## src/rtl/snake_pkg.sv

```systemverilog
// Shared constants and reader state encoding for the snake body logic.
package snake_pkg;

  localparam int SNAKE_LEN_MAX = 10;
  localparam int SNAKE_ENTRY_W = 32;
  localparam int SNAKE_IDX_W   = 4;

  typedef enum logic [1:0] {
    RD_IDLE = 2'd0,
    RD_SCAN = 2'd1,
    RD_DONE = 2'd2
  } rd_state_e;

endpackage

```

## src/rtl/snake_body_reader_if.sv

```systemverilog
// Valid/ready stream carrying body entries and their indices to consumers.
interface snake_body_reader_if
  import snake_pkg::*;
#(
  parameter int WIDTH = SNAKE_ENTRY_W,
  parameter int IDX_W = SNAKE_IDX_W
);

  logic             entry_valid;
  logic             entry_ready;
  logic [WIDTH-1:0] entry_data;
  logic [IDX_W-1:0] entry_index;

  modport master (
    output entry_valid,
    output entry_data,
    output entry_index,
    input  entry_ready
  );

  modport slave (
    input  entry_valid,
    input  entry_data,
    input  entry_index,
    output entry_ready
  );

endinterface

```

## src/rtl/snake_entry_select.sv

```systemverilog
// Combinational slice of one entry out of the flat snapshot; out-of-range
// indices read as zero so a counter parked past the end is harmless.
module snake_entry_select #(
  parameter int NUM_ENTRIES = 10,
  parameter int WIDTH       = 32,
  parameter int IDX_W       = 4
) (
  input  logic [NUM_ENTRIES*WIDTH-1:0] flat,
  input  logic [IDX_W-1:0]             idx,
  output logic [WIDTH-1:0]             data
);

  // one-hot compare mux over all entries
  always_comb begin
    data = '0;
    for (int i = 0; i < NUM_ENTRIES; i++) begin
      if (idx == IDX_W'(i)) data = flat[i*WIDTH +: WIDTH];
    end
  end

endmodule

```

## src/rtl/snake_body_reader.sv

```systemverilog
// Snapshot-and-stream reader for the snake body bank, with first-match search.
// Optional build macro: SNAKE_READER_SKIP_HEAD_EN (scan starts at index 1,
// excluding the head, for self-collision checks).
//
// state   | meaning
// RD_IDLE | waiting for start; start captures snapshot, query and length
// RD_SCAN | streaming snapshot[cnt], one entry per handshake
// RD_DONE | one-cycle done pulse, then back to idle
module snake_body_reader
  import snake_pkg::*;
#(
  parameter int NUM_ENTRIES = SNAKE_LEN_MAX,
  parameter int WIDTH       = SNAKE_ENTRY_W,
  parameter int IDX_W       = SNAKE_IDX_W
) (
  input  logic                         clock,
  input  logic                         reset,
  input  logic [NUM_ENTRIES*WIDTH-1:0] body_in,
  input  logic [WIDTH-1:0]             length,
  input  logic [WIDTH-1:0]             query,
  input  logic                         start,
  output logic                         busy,
  output logic                         done,
  output logic                         hit,
  output logic [IDX_W-1:0]             hit_index,
  snake_body_reader_if.master          stream
);

`ifdef SNAKE_READER_SKIP_HEAD_EN
  localparam logic [IDX_W-1:0] FIRST_IDX = IDX_W'(1);
`else
  localparam logic [IDX_W-1:0] FIRST_IDX = IDX_W'(0);
`endif

  rd_state_e                    state, state_n;
  logic [NUM_ENTRIES*WIDTH-1:0] snap;
  logic [WIDTH-1:0]             query_q;
  logic [IDX_W-1:0]             len_q;
  logic [IDX_W-1:0]             len_clamp;
  logic [IDX_W-1:0]             cnt;
  logic [WIDTH-1:0]             sel_data;
  logic                         load;
  logic                         step;

  // clamp on the full-width length so huge values saturate instead of wrapping
  assign len_clamp = (length > WIDTH'(NUM_ENTRIES)) ? IDX_W'(NUM_ENTRIES)
                                                    : length[IDX_W-1:0];

  snake_entry_select #(
    .NUM_ENTRIES (NUM_ENTRIES),
    .WIDTH       (WIDTH),
    .IDX_W       (IDX_W)
  ) u_sel (
    .flat (snap),
    .idx  (cnt),
    .data (sel_data)
  );

  // state register
  always_ff @(posedge clock or posedge reset) begin
    if (reset) state <= RD_IDLE;
    else       state <= state_n;
  end

  // next-state and datapath strobes
  always_comb begin
    state_n = state;
    load    = 1'b0;
    step    = 1'b0;
    case (state)
      RD_IDLE: begin
        if (start) begin
          load    = 1'b1;
          state_n = (len_clamp > FIRST_IDX) ? RD_SCAN : RD_DONE;
        end
      end
      RD_SCAN: begin
        if (stream.entry_ready) begin
          step = 1'b1;
          if (cnt == len_q - IDX_W'(1)) state_n = RD_DONE;
        end
      end
      RD_DONE: state_n = RD_IDLE;
      default: state_n = RD_IDLE;
    endcase
  end

  // snapshot capture, entry counter and first-match tracking
  always_ff @(posedge clock or posedge reset) begin
    if (reset) begin
      snap      <= '0;
      query_q   <= '0;
      len_q     <= '0;
      cnt       <= '0;
      hit       <= 1'b0;
      hit_index <= '0;
    end else if (load) begin
      snap      <= body_in;
      query_q   <= query;
      len_q     <= len_clamp;
      cnt       <= FIRST_IDX;
      hit       <= 1'b0;
      hit_index <= '0;
    end else if (step) begin
      cnt <= cnt + IDX_W'(1);
      if (!hit && (sel_data == query_q)) begin
        hit       <= 1'b1;
        hit_index <= cnt;
      end
    end
  end

  assign busy               = (state != RD_IDLE);
  assign done               = (state == RD_DONE);
  assign stream.entry_valid = (state == RD_SCAN);
  assign stream.entry_data  = sel_data;
  assign stream.entry_index = cnt;

endmodule

```

## src/flat_wrapper.sv

```systemverilog
// flat-port wrapper written by rule: the top's interface ports become plain ports
module snake_body_reader_flat import snake_pkg::*;
#(
  parameter int NUM_ENTRIES = SNAKE_LEN_MAX,
  parameter int WIDTH       = SNAKE_ENTRY_W,
  parameter int IDX_W       = SNAKE_IDX_W
)
  (clock, reset, body_in, length, query, start, busy, done, hit, hit_index, stream_entry_valid, stream_entry_data, stream_entry_index, stream_entry_ready);
  snake_body_reader_if #(.WIDTH(WIDTH), .IDX_W(IDX_W)) stream_i ();
  input  logic clock;
  input  logic reset;
  input  logic [NUM_ENTRIES*WIDTH-1:0] body_in;
  input  logic [WIDTH-1:0] length;
  input  logic [WIDTH-1:0] query;
  input  logic start;
  output logic busy;
  output logic done;
  output logic hit;
  output logic [IDX_W-1:0] hit_index;
  output wire logic [$bits(stream_i.entry_valid)-1:0] stream_entry_valid;
  output wire logic [$bits(stream_i.entry_data)-1:0] stream_entry_data;
  output wire logic [$bits(stream_i.entry_index)-1:0] stream_entry_index;
  input wire logic [$bits(stream_i.entry_ready)-1:0] stream_entry_ready;
  assign stream_entry_valid = stream_i.entry_valid;
  assign stream_entry_data = stream_i.entry_data;
  assign stream_entry_index = stream_i.entry_index;
  assign stream_i.entry_ready = stream_entry_ready;
  snake_body_reader #(.NUM_ENTRIES(NUM_ENTRIES), .WIDTH(WIDTH), .IDX_W(IDX_W)) u_core (.clock(clock), .reset(reset), .body_in(body_in), .length(length), .query(query), .start(start), .busy(busy), .done(done), .hit(hit), .hit_index(hit_index), .stream(stream_i));
endmodule
```

## config.mk

```make
export PLATFORM = sky130hd
export DESIGN_NAME = snake_body_reader_flat
export DESIGN_NICKNAME = d
export VERILOG_FILES = /design/src/rtl/snake_pkg.sv /design/src/rtl/snake_body_reader_if.sv /design/src/rtl/snake_entry_select.sv /design/src/rtl/snake_body_reader.sv /design/src/flat_wrapper.sv
export SDC_FILE = /design/constraint.sdc
export NUM_CORES = 1
export LEC_CHECK = 0
export ABC_CLOCK_PERIOD_IN_PS = 25300
export CORE_MARGIN = 2
export CORE_UTILIZATION = 31
export CTS_CLUSTER_SIZE = 24
export DETAILED_ROUTE_END_ITERATION = 16
export PLACE_DENSITY_LB_ADDON = 0.3
export SYNTH_ARGS = -nofsm -noshare
export SYNTH_HDL_FRONTEND = slang
export SYNTH_SLANG_ARGS = --single-unit
```

## constraint.sdc

```tcl
create_clock -name clock -period 25.3 [get_ports clock]
set_clock_uncertainty 0.05 [all_clocks]
set_input_delay 5.06 -clock clock [delete_from_list [all_inputs] [get_ports clock]]
set_output_delay 5.06 -clock clock [all_outputs]
set_load 0.005 [all_outputs]
```

# Yosys cells after proc, flatten, opt, wreduce, memory -nomap -nowiden
# Cells that the tools add are included.
[totals]
regBits = 367
inputBits = 388
elab_cells = 64
[op_classes]
addsub = 2
n_lt_le_gt_ge = 2
eq_ne = 16
muxes = 28
reduce_logical = 9
[op_table]
columns = ["operator", "count"]
rows = [
  ["two-way mux 32 bit", 10],
  ["equality test 32 bit", 1],
  ["> comparator 32 x 4 -> 1 bit, second input constant", 1],
  ["two-way mux 4 bit", 6],
  ["equality test 4 x 3 -> 1 bit, second input constant", 4],
  ["equality test 4 x 2 -> 1 bit, second input constant", 2],
  ["equality test 4 bit, second input constant", 2],
  ["two-way mux 2 bit", 4],
  ["two-way mux 1 bit", 7],
  ["nonzero test 2 bit", 3],
  ["adder 4 x 1 -> 4 bit, second input constant", 1],
  ["equality test 4 x 1 -> 1 bit, second input constant", 1],
  ["equality test 4 bit", 1],
  ["> comparator 4 x 1 -> 1 bit, second input constant", 1],
  ["zero test 4 bit", 1],
  ["inequality test 2 x 1 -> 1 bit, second input constant", 2],
  ["case mux 2 bit (2 select lines)", 1],
  ["subtractor 4 x 1 -> 4 bit, second input constant", 1],
  ["AND reduction 3 bit", 1],
  ["equality test 2 x 1 -> 1 bit, second input constant", 1],
  ["equality test 2 bit, second input constant", 1],
  ["zero test 2 bit", 1],
  ["inequality test 2 bit, second input constant", 1],
  ["AND reduction 2 bit", 1],
  ["2 further kinds", 2],
]

# Depth between registers and ports, before layout
# Gate-level depths: netlist of run 1.
[logic_depth]
word_depth = 16
ltp_mapped = 14
ltp_nobuf = 11

# Cells and area by module
# Synthesis of run 1 repeated with hierarchy kept, for this count alone.
[hier_totals]
cells_unflattened = 2042
area_unflattened_um2 = 17362.9
[by_module_without_submodules]
columns = ["module", "instances", "cells_per_inst", "area_each_um2"]
rows = [
  ["snake_body_reader", 1, 1625, 14283.7],
  ["snake_entry_select", 1, 417, 3079.2],
]

# Least setup slack after synthesis of run 1
# No wires, ideal clock.
[synth_path]
path_type = "register -> output"
from = "register u_core.cnt[0] (netlist: u_core.stream.entry_index[0])"
to = "output stream_entry_data[21]"
arrival_ps = 2131
t_required_ps = 20190
slack_ps = 18059
stages_incl_launch_ff = 12
path_buffers = 3
cell_sequence = "dfrtp_1 -> inv_1 -> ha_1 -> buf_2 -> buf_4 -> buf_2 -> nand3b_1 -> a221oi_1 -> o22ai_1 -> o21a_1 -> o21a_1 -> nor2_1"
[synth_between]
elab_chain_cells = 11
[synth_lines]
columns = ["item", "line", "rtl"]
rows = [
  ["start: declaration", "snake_body_reader.sv:40", "logic [IDX_W-1:0] cnt;"],
  ["start signal: assignment", "snake_body_reader.sv:105", "cnt <= cnt + IDX_W'(1);"],
  ["zero test 4 bit", "snake_entry_select.sv:17", "if (idx == IDX_W'(i)) data = flat[i*WIDTH +: WIDTH];"],
  ["two-way mux 32 bit (9 in series)", "snake_entry_select.sv:17", ""],
  ["two-way mux 32 bit (*)", "snake_entry_select.sv:17", ""],
  ["end: declaration", "flat_wrapper.sv:21", "output wire logic [$bits(stream_i.entry_data)-1:0] stream_entry_data;"],
]
# Every way passes the cells marked *; elsewhere a longest branch is shown, timed or not.

# Worst setup path after layout of run 1
[layout_path]
from = "register u_core.cnt[0] (netlist: u_core.stream.entry_index[0])"
to = "output stream_entry_data[16]"
# Same word-level chain as after synthesis.

==> summary.txt, run 1 <==
Critical Path RT = 20.19 ns
global placement routability congestion = 0.920
DRC = 0
critical path peak fanout = 75
EDFF count, synth = 0
initial antenna violation count = 3
worst path bufs/invs = 3
setup bufs post-CTS = 0
Synth Flop Type = dfrtp_1
Row Count = 88
# port buffers = 431
max incr delay on CP = 0.76 ns
Total GRT Usage = 0.254
# IOs = 432
clock-pin slew on the worst setup and hold paths = 0.06 ns
slowest stage cell on the critical path = inv_1
max-slew violation count = 0
first-pass GRT wire length = 113000 um
status = finished clean
Leak = 11.3 nW
hold_buf cts = 0
Netlist cell types = 83
clock tree buffer depth = 3
Pwr Density = 130 mW/mm2
Final Non-Filler Cells = 3352
Starting Density = 0.313
worst skew pair latency = 0.59 ns
layout net count = 2946
unrepaired setup endpoints after global routing = false
post-synthesis sequential area ratio = 0.511
core area = 0.0575 mm2
Tot Pwr = 3.14 mW
Final Cycle Share = 0.395
DR pass1 iterations = 8
H-tree levels = 2
CP Launch Point = u_core.stream.entry_index[0]
Syn-to-layout area delta = 35.0%
asr flop ratio synth = 1.00
CTS tree = yes
Initial DRC Count = 1422
Max Cap Viol = 0
CTS Buf Count = 43
Routed Antenna Nets = 0
critical path arrival = 4.89 ns
synthesized area = 0.0180 mm2
Rel. slew slack = 0.195
Die W = 245 um
Syn Area/Cell = 8.15 um2
Crit Path Category = register to output port
vias in the first global route = 17408
Peak VDD IR = 67.3 uV
layout cell share with drive strength beyond 1 = 0.0475
WL/cell = 23.1 um
Max Fclk = 100 MHz
WL final = 77400 um
setup total negative slack = 0 ns
CTS root buf = clkbuf_16
total die area = 0.0599 mm2
Worst Setup End Kind = output port
ant diodes = 0
hold path start = u_core.snap[200]
post-CTS sizing = 0
Tightest Pin Transition = 1.18 ns
Via Count = 17409
largest net degree at the start of global routing = 207
Hold Path Class = register to register
worst r2r src = u_core.stream.entry_index[0]
#FFs+latches synth = 367
Syn Nets = 2599
CTS sink count = 367
worst-path cell chain = inv_1, ha_4, inv_1, o21ai_0, o22ai_1, a221oi_1, o21ai_0, clkdlybuf4s50_1
fin crit period = 10.00 ns
Syn. warnings = 0
die height = 245 um
kind of start point of the critical path = register
delay-heaviest family, CP = compound AO/OA/AOI/OAI gates
placed cells = 3273
DP Wirelength = 58100 um
total congestion overflow = 0
# fillers = 5735
Vias/cell = 5.19
final hold vios = 0
final setup fails = 0
Syn Inst Count = 2206
## stage by stage
step	hold slack (ns)	util	setup slack [ns]	cell area, um2
2_1_floorplan	0.387	-	10.00	18000
3_3_place_gp	0.408	0.397	16.07	22800
3_5_place_dp	0.408	0.397	15.97	22800
4_1_cts	0.426	0.422	15.36	24300
5_1_grt	0.438	0.422	15.11	24300
6_report	0.428	0.422	15.30	24300
## state kept, by name (all words and copies together), names as in the netlist
signal	flops
u_core.len_q	4
u_core.hit_index	4
u_core.state	2
u_core.snap	320
u_core.stream.entry_index	4
u_core.query_q	32
u_core.hit	1
## cell usage in the layout, fill, tap and decap left out, types with 8 or more instances in the layout
cell type	instances
nor3_1	14
nand3b_1	16
a31oi_1	13
buf_4	20
clkbuf_8	8
o221ai_1	10
a221oi_1	32
nor4_1	13
inv_1	22
o21ai_0	63
a221o_1	15
o22ai_1	20
dfrtp_1	365
xnor2_1	18
a21o_1	8
clkinv_2	8
a21oi_1	72
o211ai_1	10
clkbuf_16	43
nor2b_1	25
clkdlybuf4s50_1	431
nand2_1	1084
a211oi_1	10
a22oi_1	9
nand2b_1	17
nor2_1	39
nand3_1	21
clkbuf_1	9
o21a_1	8
## cells in the mapped netlist, types with 9 or more instances
cell,instances,share of area
inv_1,23,0.0048
nand3_1,21,0.0058
a31oi_1,13,0.0045
nor2_1,39,0.0081
nor4_1,13,0.0045
o211ai_1,10,0.0042
nand2_1,1085,0.23
nor3_1,14,0.0039
o221ai_1,10,0.0049
a221o_1,15,0.0084
nor2b_1,27,0.0094
a221oi_1,32,0.016
clkbuf_1,95,0.020
o22ai_1,20,0.0070
a211oi_1,10,0.0042
buf_2,38,0.011
a22oi_1,9,0.0038
nand3b_1,16,0.0067
o21ai_0,63,0.018
nand2b_1,17,0.0059
a21oi_1,72,0.020
dfrtp_1,367,0.51
xnor2_1,18,0.0088
buf_1,9,0.0019
## worst paths after layout
kind	end	slack [ns]	depth (start not counted)
min reg2reg	u_core.snap[200]	0.43	2
max in group asynchronous	u_core.snap[82]	18.10	4
max reg2reg	u_core.hit_index[1]	20.03	11
max	stream_entry_data[16]	15.30	8
min in group asynchronous	u_core.snap[244]	4.89	2
min	u_core.snap[200]	0.43	2
## power by group
part	internal, mW	total, mW	switching [mW]
combinational	0.539	1.39	0.847
clock	0.379	0.635	0.256
sequential	0.859	1.12	0.263
## worst register-to-register path, delay by kind of cell (launching register included)
family | cells | cell delay [ns]
compound gates | 4 | 1.61
fa+ha+maj | 1 | 0.73
mux | 1 | 0.27
flops | 1 | 0.47
simple gates | 2 | 0.70
xor+xnor | 1 | 0.32
buf+inv | 2 | 1.03
## layout make-up
cell class / count / area [um2] / area share
Sequential cell: 367 / 9190 / 0.379
Multi-Input combinational cell: 1663 / 8090 / 0.333
Timing Repair Buffer: 452 / 4480 / 0.185
Clock buffer: 60 / 1220 / 0.0503
Tap cell: 765 / 957 / 0.0395
Clock inverter: 19 / 219 / 0.00903
Inverter: 26 / 105 / 0.00433
## metal layers
metal	share of wire	global-route usage
met2	0.45	0.397
met5	0.00052	0
met1	0.42	0.334
met3	0.086	0.0619
met4	0.045	0.112
## cells by family after synthesis
group                      share of synthesized area
AOI/OAI and AO/OA                              0.133
xor gates and xnor gates                      0.0117
adders and majority gates                    0.00348
buffers and inverters                         0.0415
DFF                                            0.511
muxes                                        0.00390
and+or+nand+nor                                0.295
No activity file was read; power rests on OpenSTA's default activity.
==> run 2: changes to the inputs <==
Settings changed: ABC_CLOCK_PERIOD_IN_PS 25300 to 9800.
Clock period 25.3 ns to 9.8 ns, I/O delays scaled along.
==> run 2 against run 1 <==
Sequential power rose to 2.6 times the previous value; sequential share of layout area up 0.059 points; critical endpoint is now stream_entry_data[27]; core utilization down 0.065 points; die area unchanged; via count down 0.18%; largest cell class unchanged.
==> summary.txt, run 2 (synthesis results as in run 1) <==
status = finished clean (unchanged)
design area = 0.0242 mm2 (was 0.0243 mm2)
WL/cell = 23.3 um (was 23.1 um)
worst-path cell chain = inv_1, ha_4, buf_4, nor2b_4, a22oi_1, o21ai_0, a211oi_1, o21ai_0, clkdlybuf4s50_1 (was inv_1, ha_4, inv_1, o21ai_0, o22ai_1, a221oi_1, o21ai_0, clkdlybuf4s50_1)
layout cell share with drive strength beyond 1 = 0.0464 (was 0.0475)
DP Wirelength = 58700 um (was 58100 um)
DR pass1 iterations = 5 (was 8)
Initial DRC Count = 1494 (was 1422)
Worst Setup End Kind = output port (unchanged)
post-CTS sizing = 0 (unchanged)
gr busiest metal = met2 (unchanged)
kind of start point of the critical path = register (unchanged)
Starting Density = 0.313 (unchanged)
CTS sink count = 367 (unchanged)
core area = 0.0575 mm2 (unchanged)
die height = 245 um (unchanged)
final core utilization = 0.421 (was 0.422)
Peak VDD IR = 189 uV (was 67.3 uV)
Max Fclk = 148 MHz
r2r setup slk = 4.74 ns (was 20.03 ns)
total congestion overflow = 0 (unchanged)
Vias/cell = 5.19 (about the same)
worst setup margin = 3.03 ns (was 15.30 ns)
Final Cycle Share = 0.691
Biggest register = u_core.snap (unchanged)
commonest non-fill, non-tap cells in the layout = 1084 x nand2_1, 431 x clkdlybuf4s50_1, 365 x dfrtp_1 (unchanged)
worst skew pair latency = 0.59 ns (about the same)
Regs by FF count = u_core.snap: 320 flops, u_core.query_q: 32 flops (unchanged)
met1 Usage GRT = 0.340 (was 0.334)
Register Area = 0.00919 mm2 (unchanged)
CTS root buf = clkbuf_16 (unchanged)
Routed Antenna Nets = 0 (unchanged)
Critical Path RT = 7.79 ns (was 20.19 ns)
Die W = 245 um (unchanged)
hold_buf cts = 0 (unchanged)
setup bufs post-CTS = 0 (unchanged)
Row Count = 88 (unchanged)
Pwr Density = 334 mW/mm2 (was 130 mW/mm2)
setup total negative slack = 0 ns (unchanged)
Crit Path Category = register to output port (unchanged)
Final Non-Filler Cells = 3350 (was 3352)
max-slew violation count = 0 (unchanged)
Tightest Pin Transition = 1.23 ns (was 1.18 ns)
H-tree levels = 2 (unchanged)
max incr delay on CP = 0.87 ns (was 0.76 ns)
Hold WS = 0.429 ns (was 0.428 ns)
Tot Pwr = 8.08 mW (was 3.14 mW)
critical path arrival = 4.76 ns (was 4.89 ns)
met3 Track Usage GR = 0.0540 (was 0.0619)
final hold vios = 0 (unchanged)
Via Count = 17378 (was 17409)
layout net count = 2944 (was 2946)
unrepaired setup endpoints after global routing = false (unchanged)
clock tree buffer depth = 3 (unchanged)
slowest stage cell on the critical path = a211oi_1 (was inv_1)
GR Layer Usage met2 = 0.407 (was 0.397)
largest net degree at the start of global routing = 229 (was 207)
fin crit period = 6.77 ns
vias in the first global route = 17692 (was 17408)
DRC = 0 (unchanged)
Hold Path Class = register to register (unchanged)
most common cell after layout, fill and taps aside = nand2_1 (unchanged)
placed cells = 3272 (was 3273)
most used cell, CP = o21ai_0
initial antenna violation count = 2 (was 3)
Post-Place Cell Area = 0.0228 mm2 (about the same)
Rel. slew slack = 0.183 (was 0.195)
Max Cap Viol = 0 (unchanged)
first-pass GRT wire length = 114000 um (was 113000 um)
critical path peak fanout = 75 (unchanged)
dpl ws = 3.69 ns (was 15.97 ns)
WL final = 78200 um (was 77400 um)
CTS tree = yes (unchanged)
CTS Buf Count = 42 (was 43)
# fillers = 5847 (was 5735)
Syn-to-layout area delta = 34.8% (was 35.0%)
total die area = 0.0599 mm2 (unchanged)
# port buffers = 431 (unchanged)
global placement routability congestion = 0.937 (was 0.920)
Leak = 11.3 nW (about the same)
Total GRT Usage = 0.256 (was 0.254)
Multi-input gate area = 0.00809 mm2 (unchanged)
clock-pin slew on the worst setup and hold paths = 0.06 ns (about the same)
number of flip-flops under the largest register name = 320 (unchanged)
final setup fails = 0 (unchanged)
# IOs = 432 (unchanged)
## run 2: cell types whose count changed in the layout (fill, tap and decap cells not counted)
cell and delta:
buf_12 +2, buf_4 -3, bufinv_16 -1, clkbuf_16 -1
clkbuf_8 -1, clkinv_4 -1, clkinv_8 +1, clkinvlp_4 +2
diode_2 +1, inv_8 -1
## run 2: worst paths after layout
path	start	endpoint	cells after the start
max	u_core.stream.entry_index[1]	stream_entry_data[27]	9
min	u_core.snap[260]	u_core.snap[260]	2
max reg2reg	u_core.stream.entry_index[1]	u_core.hit_index[0]	12
min reg2reg	u_core.snap[260]	u_core.snap[260]	2
max in group asynchronous	reset	u_core.snap[221]	4
min in group asynchronous	reset	u_core.snap[219]	3
## run 2: where the power goes
group	internal (mW)	switching, mW	leakage, nW
clock	0.929	0.666	0.678
combinational	1.40	2.17	6.07
sequential	2.22	0.700	4.56
total	4.54	3.53	11.3
## run 2: critical path: cells and delay by family (launching register included)
family	cells	cell delay [ns]
AO/OA/AOI/OAI	4	1.58
flip-flops	1	0.48
AND/OR/NAND/NOR	1	0.34
adder cells (fa/ha/maj)	1	0.33
buffers and inverters	3	1.39
## run 2: layout make-up
cell class,count,area share
well taps,765,0.0395
clock buffers,58,0.0488
repair buffers,451,0.186
clock inverters,19,0.00842
flip-flops and latches,367,0.379
diodes,1,0.000103
multi-input cells,1663,0.334
inverters,26,0.00418
## run 2: routing by layer
| metal | vias to the layer above | routed length (um) |
|---|---|---|
| met5 | - | 10 |
| met4 | 2 | 3260 |
| met3 | 138 | 5810 |
| met2 | 703 | 35800 |
| met1 | 8536 | 33300 |
| li1 | 7999 | - |
==> run 3: changes to the inputs <==
Settings changed: ABC_CLOCK_PERIOD_IN_PS 9800 to 6190.
Clock period 9.8 ns to 6.19 ns, I/O delays scaled along.
==> run 3 against run 2 <==
Register-to-register slack got worse by 3.6 ns; count of clock-buffer cells in the layout is 1 lower; sequential power rose by 61%; critical path depth down 1; critical endpoint is now stream_entry_data[16].
==> summary.txt, run 3 (synthesis results as in run 1) <==
Hold EP = u_core.snap[246] (was u_core.snap[260])
hold path start = u_core.snap[246] (was u_core.snap[260])
CTS tree = yes (unchanged)
post-CTS sizing = 0 (unchanged)
setup bufs post-CTS = 0 (unchanged)
Final Cycle Share = 0.944
dpl ws = 1.05 ns (was 3.69 ns)
worst r2r src = u_core.stream.entry_index[1] (unchanged)
worst r2r dst = u_core.hit_index[0] (unchanged)
critical path arrival = 4.55 ns (was 4.76 ns)
max-slew violation count = 0 (unchanged)
Row Count = 88 (unchanged)
r2r setup slk = 1.15 ns (was 4.74 ns)
Total GRT Usage = 0.260 (was 0.256)
ant diodes = 0 (was 1)
Max Cap Viol = 0 (unchanged)
Biggest register = u_core.snap (unchanged)
initial antenna violation count = 1 (was 2)
CTS root buf = clkbuf_16 (unchanged)
placed cells = 3275 (was 3272)
largest net degree at the start of global routing = 202 (was 229)
Min-Delay Path Depth = 2 (unchanged)
total die area = 0.0599 mm2 (unchanged)
Post-Place Cell Area = 0.0229 mm2 (was 0.0228 mm2)
Via Count = 17421 (was 17378)
most common cell after layout, fill and taps aside = nand2_1 (unchanged)
clock-pin slew on the worst setup and hold paths = 0.06 ns (about the same)
Hold Path Class = register to register (unchanged)
critical path peak fanout = 31 (was 75)
DR pass1 iterations = 6 (was 5)
hold_buf cts = 0 (unchanged)
DRC = 0 (unchanged)
die height = 245 um (unchanged)
Vias/cell = 5.20 (was 5.19)
Die W = 245 um (unchanged)
Max Fclk = 171 MHz
WL/cell = 23.6 um (was 23.3 um)
core area = 0.0575 mm2 (unchanged)
R2R cell count = 10 (was 12)
Hold WS = 0.425 ns (was 0.429 ns)
Initial DRC Count = 1749 (was 1494)
layout net count = 2947 (was 2944)
WL final = 79100 um (was 78200 um)
Critical Path RT = 4.90 ns (was 7.79 ns)
layout cell share with drive strength beyond 1 = 0.0460 (was 0.0464)
number of flip-flops under the largest register name = 320 (unchanged)
first-pass GRT wire length = 116000 um (was 114000 um)
unrepaired setup endpoints after global routing = false (unchanged)
fin crit period = 5.84 ns
CTS Buf Count = 42 (unchanged)
DP Wirelength = 60200 um (was 58700 um)
Rel. slew slack = 0.291 (was 0.183)
global placement routability congestion = 0.952 (was 0.937)
Leak = 11.4 nW (was 11.3 nW)
final setup fails = 0 (unchanged)
Pwr Density = 535 mW/mm2 (was 334 mW/mm2)
kind of start point of the critical path = register (unchanged)
commonest non-fill, non-tap cells in the layout = 1084 x nand2_1, 431 x clkdlybuf4s50_1, 365 x dfrtp_1 (unchanged)
Starting Density = 0.313 (unchanged)
# port buffers = 431 (unchanged)
Tightest Pin Transition = 1.06 ns (was 1.23 ns)
Peak VDD IR = 279 uV (was 189 uV)
# IOs = 432 (unchanged)
Crit Path Category = register to output port (unchanged)
Final Non-Filler Cells = 3350 (unchanged)
Routed Antenna Nets = 0 (unchanged)
design area = 0.0244 mm2 (was 0.0242 mm2)
Syn-to-layout area delta = 35.6% (was 34.8%)
worst setup margin = 0.349 ns (was 3.03 ns)
CTS sink count = 367 (unchanged)
total congestion overflow = 0 (unchanged)
final hold vios = 0 (unchanged)
clock tree buffer depth = 3 (unchanged)
H-tree levels = 2 (unchanged)
worst skew pair latency = 0.60 ns (was 0.59 ns)
vias in the first global route = 17467 (was 17692)
status = finished clean (unchanged)
Tot Pwr = 13.0 mW (was 8.08 mW)
Worst Setup End Kind = output port (unchanged)
Regs by FF count = u_core.snap: 320 flops, u_core.query_q: 32 flops (unchanged)
[run 3: cell types whose count changed in the layout (fill, tap and decap cells not counted)]
| cell | before | now |
|---|---|---|
| clkbuf_8 | 7 | 4 |
| bufinv_16 | 3 | 7 |
| clkinv_2 | 8 | 6 |
| buf_4 | 17 | 16 |
| buf_12 | 3 | 7 |
| o311ai_0 | 2 | 3 |
| clkbuf_1 | 9 | 11 |
| clkinvlp_4 | 4 | 1 |
| diode_2 | 1 | 0 |
| o311ai_1 | 2 | 1 |
| inv_16 | 0 | 2 |
| clkinv_4 | 0 | 1 |
| inv_6 | 4 | 1 |
[run 3: final cells by class]
| class | count | area (um2) |
|---|---|---|
| Inverter | 26 | 101 |
| Clock inverter | 18 | 314 |
| Sequential cell | 367 | 9190 |
| Timing Repair Buffer | 454 | 4570 |
| Multi-Input combinational cell | 1663 | 8090 |
| Tap cell | 765 | 957 |
| Fill cell | 5767 | 33100 |
| Clock buffer | 57 | 1150 |
[run 3: worst max-delay path by stage]
stage	startpoint	endpoint	slack, ns
2_1_floorplan	reset	u_core.hit	-0.02
3_3_place_gp	u_core.stream.entry_index[0]	stream_entry_data[16]	1.13
3_5_place_dp	u_core.stream.entry_index[0]	stream_entry_data[16]	1.05
4_1_cts	u_core.stream.entry_index[1]	stream_entry_data[26]	0.42
5_1_grt	u_core.stream.entry_index[0]	stream_entry_data[16]	0.07
6_report	u_core.stream.entry_index[0]	stream_entry_data[16]	0.35
[run 3: layer usage]
layer,GRT usage,wire length (um)
met3,0.0457,5400
met5,0,18
met4,0.0968,2940
met1,0.355,34300
met2,0.414,36500
[run 3: metrics by stage]
stage	util	setup TNS [ns]
final	0.424	0
after floorplan	-	-8.14
after global routing	0.424	0
after CTS	0.424	0
after detailed placement	0.399	0
after global placement	0.399	0
[run 3: power breakdown]
group / internal (mW) / total [mW] / switching (mW)
Clock: 1.61 / 2.67 / 1.06
Sequential: 3.51 / 4.69 / 1.18
Combinational: 2.24 / 5.68 / 3.44
[run 3: worst max-delay path, stage by stage (launching register included)]
cell and delay (ns):
dfrtp_1 0.47, inv_1 0.22, ha_2 0.59, nor2b_4 0.81, a221oi_1 0.21, o22ai_1 0.41, a221oi_1 0.27, o21ai_0 0.39
clkdlybuf4s50_1 0.58
